--- src/rtl/proc_pkg.sv ---
// Shared processor definitions: default bus widths and instruction field layout.
package proc_pkg;

  localparam int ADDR_W_DEF = 4;
  localparam int INST_W_DEF = 16;

  typedef enum logic [3:0] {
    OP_ADDI = 4'b0001,
    OP_ADD  = 4'b0010,
    OP_OUT  = 4'b1111
  } opcode_e;

  localparam int OP_MSB = 15;
  localparam int OP_LSB = 12;
  localparam int RD_MSB = 11;
  localparam int RD_LSB = 9;

  function automatic logic [3:0] opcode_of(input logic [INST_W_DEF-1:0] inst);
    return inst[OP_MSB:OP_LSB];
  endfunction

endpackage

--- src/rtl/instr_fetch_if.sv ---
// Fetch-to-decode instruction handshake. The fetch stage is the master and decode is the slave.
interface instr_fetch_if
  import proc_pkg::*;
#(
  parameter int ADDR_W = ADDR_W_DEF,
  parameter int INST_W = INST_W_DEF
);
  logic [INST_W-1:0] ir;
  logic [ADDR_W-1:0] ir_pc;
  logic              ir_valid;
  logic              ir_ready;

  modport master (output ir, ir_pc, ir_valid, input ir_ready);
  modport slave  (input ir, ir_pc, ir_valid, output ir_ready);
endinterface

--- src/rtl/instr_fetch_pc.sv ---
// Program counter with redirect mux, modulo increment and optional halt-on-wrap.
// The halt behaviour is built in when FETCH_HALT_ON_WRAP_EN is defined.
module fetch_pc
  import proc_pkg::*;
#(
  parameter int                ADDR_W   = ADDR_W_DEF,
  parameter logic [ADDR_W-1:0] RESET_PC = '0
) (
  input  logic              clk,
  input  logic              rst_n,
  input  logic              i_redirect_valid,
  input  logic [ADDR_W-1:0] i_redirect_addr,
  input  logic              i_fetch,
  output logic [ADDR_W-1:0] o_pc,
  output logic              o_halted
);

  logic [ADDR_W-1:0] r_pc;

  // NOTE: sequential state uses non-blocking assignments so every register samples pre-edge values.
  always_ff @(posedge clk or negedge rst_n) begin
    if (!rst_n)                r_pc <= RESET_PC;
    else if (i_redirect_valid) r_pc <= i_redirect_addr;
    else if (i_fetch)          r_pc <= r_pc + 1'b1;
  end

  assign o_pc = r_pc;

`ifdef FETCH_HALT_ON_WRAP_EN
  logic r_halted;

  // The fetch from the last address still completes; the halt takes effect afterwards.
  always_ff @(posedge clk or negedge rst_n) begin
    if (!rst_n)                     r_halted <= 1'b0;
    else if (i_redirect_valid)      r_halted <= 1'b0;
    else if (i_fetch && &r_pc)      r_halted <= 1'b1;
  end

  assign o_halted = r_halted;
`else
  assign o_halted = 1'b0;
`endif

endmodule

--- src/rtl/instr_fetch.sv ---
// Instruction fetch stage: it drives the ROM address, holds the instruction register and hands it to decode.
// Define FETCH_HALT_ON_WRAP_EN to stop fetching after the fetch from the top ROM address.
module instr_fetch
  import proc_pkg::*;
#(
  parameter int                ADDR_W   = ADDR_W_DEF,
  parameter int                INST_W   = INST_W_DEF,
  parameter logic [ADDR_W-1:0] RESET_PC = '0,
  parameter int                CNT_W    = 16
) (
  input  logic                 clk,
  input  logic                 rst_n,
  input  logic                 i_fetch_en,
  output logic [ADDR_W-1:0]    o_rom_addr,
  input  logic [INST_W-1:0]    i_rom_data,
  input  logic                 i_redirect_valid,
  input  logic [ADDR_W-1:0]    i_redirect_addr,
  instr_fetch_if.master        dec,
  output logic                 o_halted,
  output logic [CNT_W-1:0]     o_fetch_cnt
);

  logic [INST_W-1:0] r_ir;
  logic [ADDR_W-1:0] r_ir_pc;
  logic              r_ir_valid;
  logic [CNT_W-1:0]  r_fetch_cnt;

  logic [ADDR_W-1:0] w_pc;
  logic              w_halted;
  logic              w_accept;
  logic              w_slot_free;
  logic              w_fetch;

  assign w_accept    = r_ir_valid && dec.ir_ready;
  assign w_slot_free = !r_ir_valid || dec.ir_ready;
  assign w_fetch     = !i_redirect_valid && i_fetch_en && w_slot_free && !w_halted;

  fetch_pc #(
    .ADDR_W   (ADDR_W),
    .RESET_PC (RESET_PC)
  ) u_fetch_pc (
    .clk              (clk),
    .rst_n            (rst_n),
    .i_redirect_valid (i_redirect_valid),
    .i_redirect_addr  (i_redirect_addr),
    .i_fetch          (w_fetch),
    .o_pc             (w_pc),
    .o_halted         (w_halted)
  );

  // The IR and its PC change only on a fetch, which keeps them stable across a decode stall.
  always_ff @(posedge clk or negedge rst_n) begin
    if (!rst_n) begin
      r_ir    <= '0;
      r_ir_pc <= '0;
    end else if (w_fetch) begin
      r_ir    <= i_rom_data;
      r_ir_pc <= w_pc;
    end
  end

  always_ff @(posedge clk or negedge rst_n) begin
    if (!rst_n)                r_ir_valid <= 1'b0;
    else if (i_redirect_valid) r_ir_valid <= 1'b0;
    else if (w_fetch)          r_ir_valid <= 1'b1;
    else if (w_accept)         r_ir_valid <= 1'b0;
  end

  // An accept in the same cycle as a redirect is squashed and does not count.
  always_ff @(posedge clk or negedge rst_n) begin
    if (!rst_n)
      r_fetch_cnt <= '0;
    else if (w_accept && !i_redirect_valid && !(&r_fetch_cnt))
      r_fetch_cnt <= r_fetch_cnt + 1'b1;
  end

  assign o_rom_addr   = w_pc;
  assign dec.ir       = r_ir;
  assign dec.ir_pc    = r_ir_pc;
  assign dec.ir_valid = r_ir_valid;
  assign o_halted     = w_halted;
  assign o_fetch_cnt  = r_fetch_cnt;

endmodule

--- src/flat_wrapper.sv ---
// flat-port wrapper written by rule: the top's interface ports become plain ports
module instr_fetch_flat import proc_pkg::*;
#(
  parameter int                ADDR_W   = ADDR_W_DEF,
  parameter int                INST_W   = INST_W_DEF,
  parameter logic [ADDR_W-1:0] RESET_PC = '0,
  parameter int                CNT_W    = 16
)
  (clk, rst_n, i_fetch_en, o_rom_addr, i_rom_data, i_redirect_valid, i_redirect_addr, o_halted, o_fetch_cnt, dec_ir, dec_ir_pc, dec_ir_valid, dec_ir_ready);
  instr_fetch_if #(.ADDR_W(ADDR_W), .INST_W(INST_W)) dec_i ();
  input  logic clk;
  input  logic rst_n;
  input  logic i_fetch_en;
  output logic [ADDR_W-1:0] o_rom_addr;
  input  logic [INST_W-1:0] i_rom_data;
  input  logic i_redirect_valid;
  input  logic [ADDR_W-1:0] i_redirect_addr;
  output logic o_halted;
  output logic [CNT_W-1:0] o_fetch_cnt;
  output wire logic [$bits(dec_i.ir)-1:0] dec_ir;
  output wire logic [$bits(dec_i.ir_pc)-1:0] dec_ir_pc;
  output wire logic [$bits(dec_i.ir_valid)-1:0] dec_ir_valid;
  input wire logic [$bits(dec_i.ir_ready)-1:0] dec_ir_ready;
  assign dec_ir = dec_i.ir;
  assign dec_ir_pc = dec_i.ir_pc;
  assign dec_ir_valid = dec_i.ir_valid;
  assign dec_i.ir_ready = dec_ir_ready;
  instr_fetch #(.ADDR_W(ADDR_W), .INST_W(INST_W), .RESET_PC(RESET_PC), .CNT_W(CNT_W)) u_core (.clk(clk), .rst_n(rst_n), .i_fetch_en(i_fetch_en), .o_rom_addr(o_rom_addr), .i_rom_data(i_rom_data), .i_redirect_valid(i_redirect_valid), .i_redirect_addr(i_redirect_addr), .dec(dec_i), .o_halted(o_halted), .o_fetch_cnt(o_fetch_cnt));
endmodule
--- config.mk ---
export PLATFORM = sky130hd
export DESIGN_NAME = instr_fetch_flat
export DESIGN_NICKNAME = d
export VERILOG_FILES = /design/src/rtl/proc_pkg.sv /design/src/rtl/instr_fetch_if.sv /design/src/rtl/instr_fetch_pc.sv /design/src/rtl/instr_fetch.sv /design/src/flat_wrapper.sv
export SDC_FILE = /design/constraint.sdc
export NUM_CORES = 1
export LEC_CHECK = 0
export ABC_AREA = 1
export CORE_UTILIZATION = 30
export DETAILED_ROUTE_END_ITERATION = 16
export SLEW_MARGIN = 0
export SYNTH_ARGS = -nofsm -noshare
export SYNTH_HDL_FRONTEND = slang
export SYNTH_SLANG_ARGS = --single-unit
--- constraint.sdc ---
create_clock -name clk -period 2.5 [get_ports clk]
set_input_delay 0.5 -clock clk [delete_from_list [all_inputs] [get_ports clk]]
set_output_delay 0.5 -clock clk [all_outputs]
set_load 0.05 [all_outputs]
---- Yosys cells after proc, flatten, opt, wreduce, memory -nomap -nowiden ----
Cells that the tools add are included.
storage, ports and cells
  flip-flop bits (word level) ............. 41
  input bits .............................. 25
  output and inout bits ................... 42
  word-level logic and storage cells ...... 24
operators by class
  $add $sub $neg .......................... 2
  mux-type cells .......................... 5
  reduce and logical (&&, ||, !) cells .... 12
operator list
  operator                                        count
  adder 16 x 1 -> 16 bit (second input constant)  1
  AND reduction 16 bit                            1
  2-to-1 mux 4 bit                                2
  logical AND 1 bit                               5
  adder 4 x 1 -> 4 bit (second input constant)    1
  logical NOT 1 bit                               3
  2-to-1 mux 1 bit                                3
  nonzero test 3 bit                              1
  nonzero test 2 bit                              1
  logical OR 1 bit                                1

---- Longest topological paths before layout ----
  depth in word-level cells ............... 5
  gate-level depth with buffers ........... 8
  gate-level depth less buffers ........... 8

---- Modules after synthesis ----
Synthesis repeated with hierarchy kept, for this count alone.
unflattened totals
  cells, all modules ...................... 265
  area total of the unflattened synthesis .. 2068.2 µm²
by module, submodules not included
  module       instances  cells an instance  area each (µm²)  seq. area each (µm²)
  instr_fetch  1          236                1838.0           925.9
  fetch_pc     1          29                 230.2            100.1

---- Least setup slack after synthesis ----
Ideal clock, no wire load.
  kind .................................... reg-to-reg
  start ................................... register u_core.r_fetch_cnt[0], in the netlist u_core.o_fetch_cnt[0]
  end ..................................... register u_core.r_fetch_cnt[14], in the netlist u_core.o_fetch_cnt[14]
  setup time .............................. 120 ps
  data arrival time ....................... 1603 ps
  required time ........................... 2380 ps
  slack ................................... 778 ps
  cell stages (with the launch flop) ...... 9
  buffers on the path ..................... 0
  period minus slack after synthesis ...... 1722 ps
  cell sequence ........................... dfrtp_1 > ha_1 > inv_1 > nor2_4 > nand2_1 > nor2_1 > nand3_1 > nand2_1 > nand2_1
between the ends
  word-level cells in the longest chain between the ends .. 3
  elaborated cells between the ends (all ways) .. 4
  classes of those cells .................. add/sub: 1; reduce/logical: 3
ends and longest elaborated chain
  item                                                            line               source
  start: declaration                                              instr_fetch.sv:26  logic [CNT_W-1:0] r_fetch_cnt;
  start signal: assignment                                        instr_fetch.sv:74  r_fetch_cnt <= r_fetch_cnt + 1'b1;
  branches (longest 3 deep; another with adder 16 x 1 -> 16 bit)  n/a
Several ways; the timed one is not identified.
A chain may end at the register's enable or synchronous reset.

---- Final worst setup path ----
  start ................................... register u_core.r_fetch_cnt[2], in the netlist u_core.o_fetch_cnt[2]
  end ..................................... output o_fetch_cnt[2]
RTL lines
  item              line                source
  end: declaration  flat_wrapper.sv:19  output logic [CNT_W-1:0] o_fetch_cnt;
No word-level cell between the ends.

==> flow_metrics.tcl <==
set metrics [dict create \
    status "complete, no violations" \
    worst_clock_skew_ps 7.596 \
    pwr-share-clk_pct 22.6 \
    synth-seq-cells 41 \
    via_per_inst 4.509 \
    synth_top_family_by_area "simple AND/OR/NAND/NOR gates" \
    fillers 726 \
    grt_max_degree 22 \
    netlist_top_cells_area "dfrtp_1 (49%), nand2_1 (23%), inv_1 (4.1%)" \
    setup-tns-final_ps 0 \
    holdBufCountCts 0 \
    finalSetupViolCount 0 \
    vias 1921 \
    p_per_area_mw_per_mm2 669.5 \
    critPathMaxFanout 6 \
    critPathBufInv 1 \
    synth_compound_area_share_pct 3.463 \
    dieWidth_um 85.58 \
    area_growth_pct 40.06 \
    drive_above_1_share_pct 8.960 \
    die_area_sq_mm 0.007324 \
    ir_drop_mv 0.3317 \
    worstMarginPinSlew_ps 525.8 \
    drv_cap 0 \
    synth_cells 274 \
    ys_warn_count 0 \
    drtAntennaViolNets 0 \
    cts_resized 0 \
    grt_pass1_vias 1845 \
    io_pins 67 \
    initial_utilization_pct 31.02 \
    route.detailed.drc 0 \
    avgRoutedWirePerCell_um 11.52 \
    worstSkewPairLatency_ps 300 \
    synth_top_cell_by_area "dfrtp_1" \
    crit_slowest_cell "clkdlybuf4s50_1" \
    synthDistinctLibCells 24 \
    cts_tree "done" \
    grt_pass1_wl_um 8562 \
    critPathKind "reg -> out" \
    synth_nets 301 \
    num_rows 30 \
    rsz0062_at_grt "no" \
    routed_wl_um 4906 \
    switchingPower_uw 779.8 \
    combPwrFrac_pct 35.4 \
    timing.fmax_mhz 471.3 \
    hold_viol 0 \
    root_buffer "clkbuf_8" \
    ff_latch_area_sq_mm 0.001026 \
    clkTransAtPathRegs_ps 90 \
    p_leak_uw 0.001403 \
    cts_buffer_depth 2 \
    io_buffers 65 \
    coreArea_sq_mm 0.006756 \
    max_stage_delay_ps 850 \
    multi_input_area_sq_um 944.7 \
    clock-sinks 41 \
    detail_route.iter0.violations 57 \
    diodes 0 \
    min_period_ps 2122 \
    power_frac_seq_pct 42.0 \
    nNetsFinal 372 \
    hold_class "in -> async" \
    hpwl_um 3711 \
    internal_power_uw 1185 \
    fin_crit_sh_pct 84.87 \
    ys_seq_area_share_pct 48.96 \
    yosysTopAreaCellShare_pct 48.96 \
    cts_setup_buffers 0 \
    crit_family "buffers and inverters" \
    grt_overflow 0 \
    antenna_found_initial 0 \
    worstPathRequired_ps 2000 \
    syn-cell-area_sq_mm 0.002096 \
    p_sw_share_pct 39.68 \
    start_kind "register" \
    final_area_sq_mm 0.002935 \
    synth_xor_area_share_pct 1.672 \
    clock_tree.htree_level_count 2 \
    crit_arrival_ps 1620 \
    placement.cell_area_sq_mm 0.002844 \
    final_max_slew_viol_count 0 \
    worstPathCellList "clkdlybuf4s50_1" \
    synth_simple_gate_area_share_pct 38.57 \
    synthMuxAreaShare_pct 0 \
    place_congestion 0.8131 \
    cts_buffers 5 \
    grt_usage_pct 14.94 \
    synth.avg_cell_area_sq_um 7.649 \
    synthAdderAreaFrac_pct 1.194 \
    fp.dieH_um 85.58 \
    drt_pass1_iterations 4 \
    relSlewSlack_pct 64.84 \
    endpoint_kind "primary output" \
]
-- routing by layer --
| metal | vias up | share of wire (%) | track usage (%) |
|---|---|---|---|
| li1 | 992 | - | - |
| met1 | 882 | 47 | 17.97 |
| met2 | 42 | 47 | 25.38 |
| met3 | 5 | 5.2 | 5.294 |
| met4 | 0 | 1.0 | 4.091 |
| met5 | - | 0 | 0 |
-- cells in the final DEF, fill, tap and decap left out --
cell,instances
buf_4,4
nand2_4,2
dfrtp_1,41
a21oi_1,3
xnor2_1,3
nand3_1,13
o211ai_1,1
o22ai_1,1
inv_1,23
nor2_2,3
o21ai_0,5
o21ai_2,1
ha_1,2
buf_2,1
clkinv_4,2
clkdlybuf4s50_1,64
nand4_1,8
nand2_2,4
nor2_4,5
inv_2,3
conb_1,1
clkbuf_8,5
o21ai_1,2
clkinv_2,1
nand2_1,127
nor2_1,15
nand3b_1,5
xor2_1,1
-- final timing paths --
path | start | to | slack [ps] | cells past startpoint
setup / recovery | u_core.o_fetch_cnt[2]$_DFFE_PN0P_ | o_fetch_cnt[2] | 380 | 1
hold / removal | rst_n | u_core.u_fetch_pc.o_pc[3]$_DFFE_PN0P_ | 120 | 1
setup reg to reg | u_core.o_fetch_cnt[0]$_DFFE_PN0P_ | u_core.o_fetch_cnt[10]$_DFFE_PN0P_ | 920 | 8
hold reg to reg | u_core.dec.ir_pc[3]$_DFFE_PN0P_ | u_core.dec.ir_pc[3]$_DFFE_PN0P_ | 480 | 2
max in group asynchronous | rst_n | u_core.dec.ir[8]$_DFFE_PN0P_ | 1840 | 2
min in group clk | u_core.dec.ir_pc[3]$_DFFE_PN0P_ | u_core.dec.ir_pc[3]$_DFFE_PN0P_ | 480 | 2
-- cells by family after synthesis --
logic type / after synthesis
AO/OA/AOI/OAI: 13
XOR/XNOR: 4
adder cells (fa/ha/maj): 2
buffers and inverters: 31
flip-flops: 41
other: 1
AND/OR/NAND/NOR: 182
-- metrics by stage --
stage	total power, uW	cells	utilization (%)	setup slack (ps)	hold WS (ps)
2_1_floorplan	1271	274	-	777.9	204.4
3_3_place_gp	1536	418	42.09	583.6	455.2
3_5_place_dp	1541	418	42.09	538.9	459.0
4_1_cts	1996	426	43.44	359.4	131.3
5_1_grt	2072	426	43.44	336.4	139.4
6_report	1965	426	43.44	378.3	117.9
-- flip-flops by register name, summed over array words and instances (netlist names) --
register,cells
u_core.o_fetch_cnt,16
u_core.u_fetch_pc.o_pc,4
u_core.dec.ir_valid,1
u_core.dec.ir,16
u_core.dec.ir_pc,4
-- power groups by stage --
stage	sequential (uW)	clock (uW)	combinational, uW
6_report	826	444	695
5_1_grt	840	494	737
4_1_cts	828	465	703
3_5_place_dp	838	0	703
3_3_place_gp	839	0	697
2_1_floorplan	1130	0	144
-- cell type report --
class	instances	area share, %
Clock buffer	5	2.344
Clock inverter	3	0.7673
Inverter	26	3.325
Multi-Input combinational cell	202	32.18
Sequential cell	41	34.95
Tap cell	80	3.410
Timing Repair Buffer	69	23.02
-- Yosys cell counts --
| cell type | number |
|---|---|
| inv_1 | 23 |
| o21ai_1 | 2 |
| conb_1 | 1 |
| o21ai_0 | 5 |
| nand2_2 | 4 |
| buf_2 | 4 |
| buf_4 | 1 |
| nor2_2 | 3 |
| o21ai_2 | 1 |
| nand2_1 | 127 |
| nand3b_1 | 5 |
| xor2_1 | 1 |
| dfrtp_1 | 41 |
| inv_2 | 3 |
| xnor2_1 | 3 |
| ha_1 | 2 |
| nand3_1 | 13 |
| o22ai_1 | 1 |
| nor2_1 | 15 |
| a21oi_1 | 3 |
| nand4_1 | 8 |
| nand2_4 | 2 |
| nor2_4 | 5 |
| o211ai_1 | 1 |
Power figures use the tool's default switching activity.
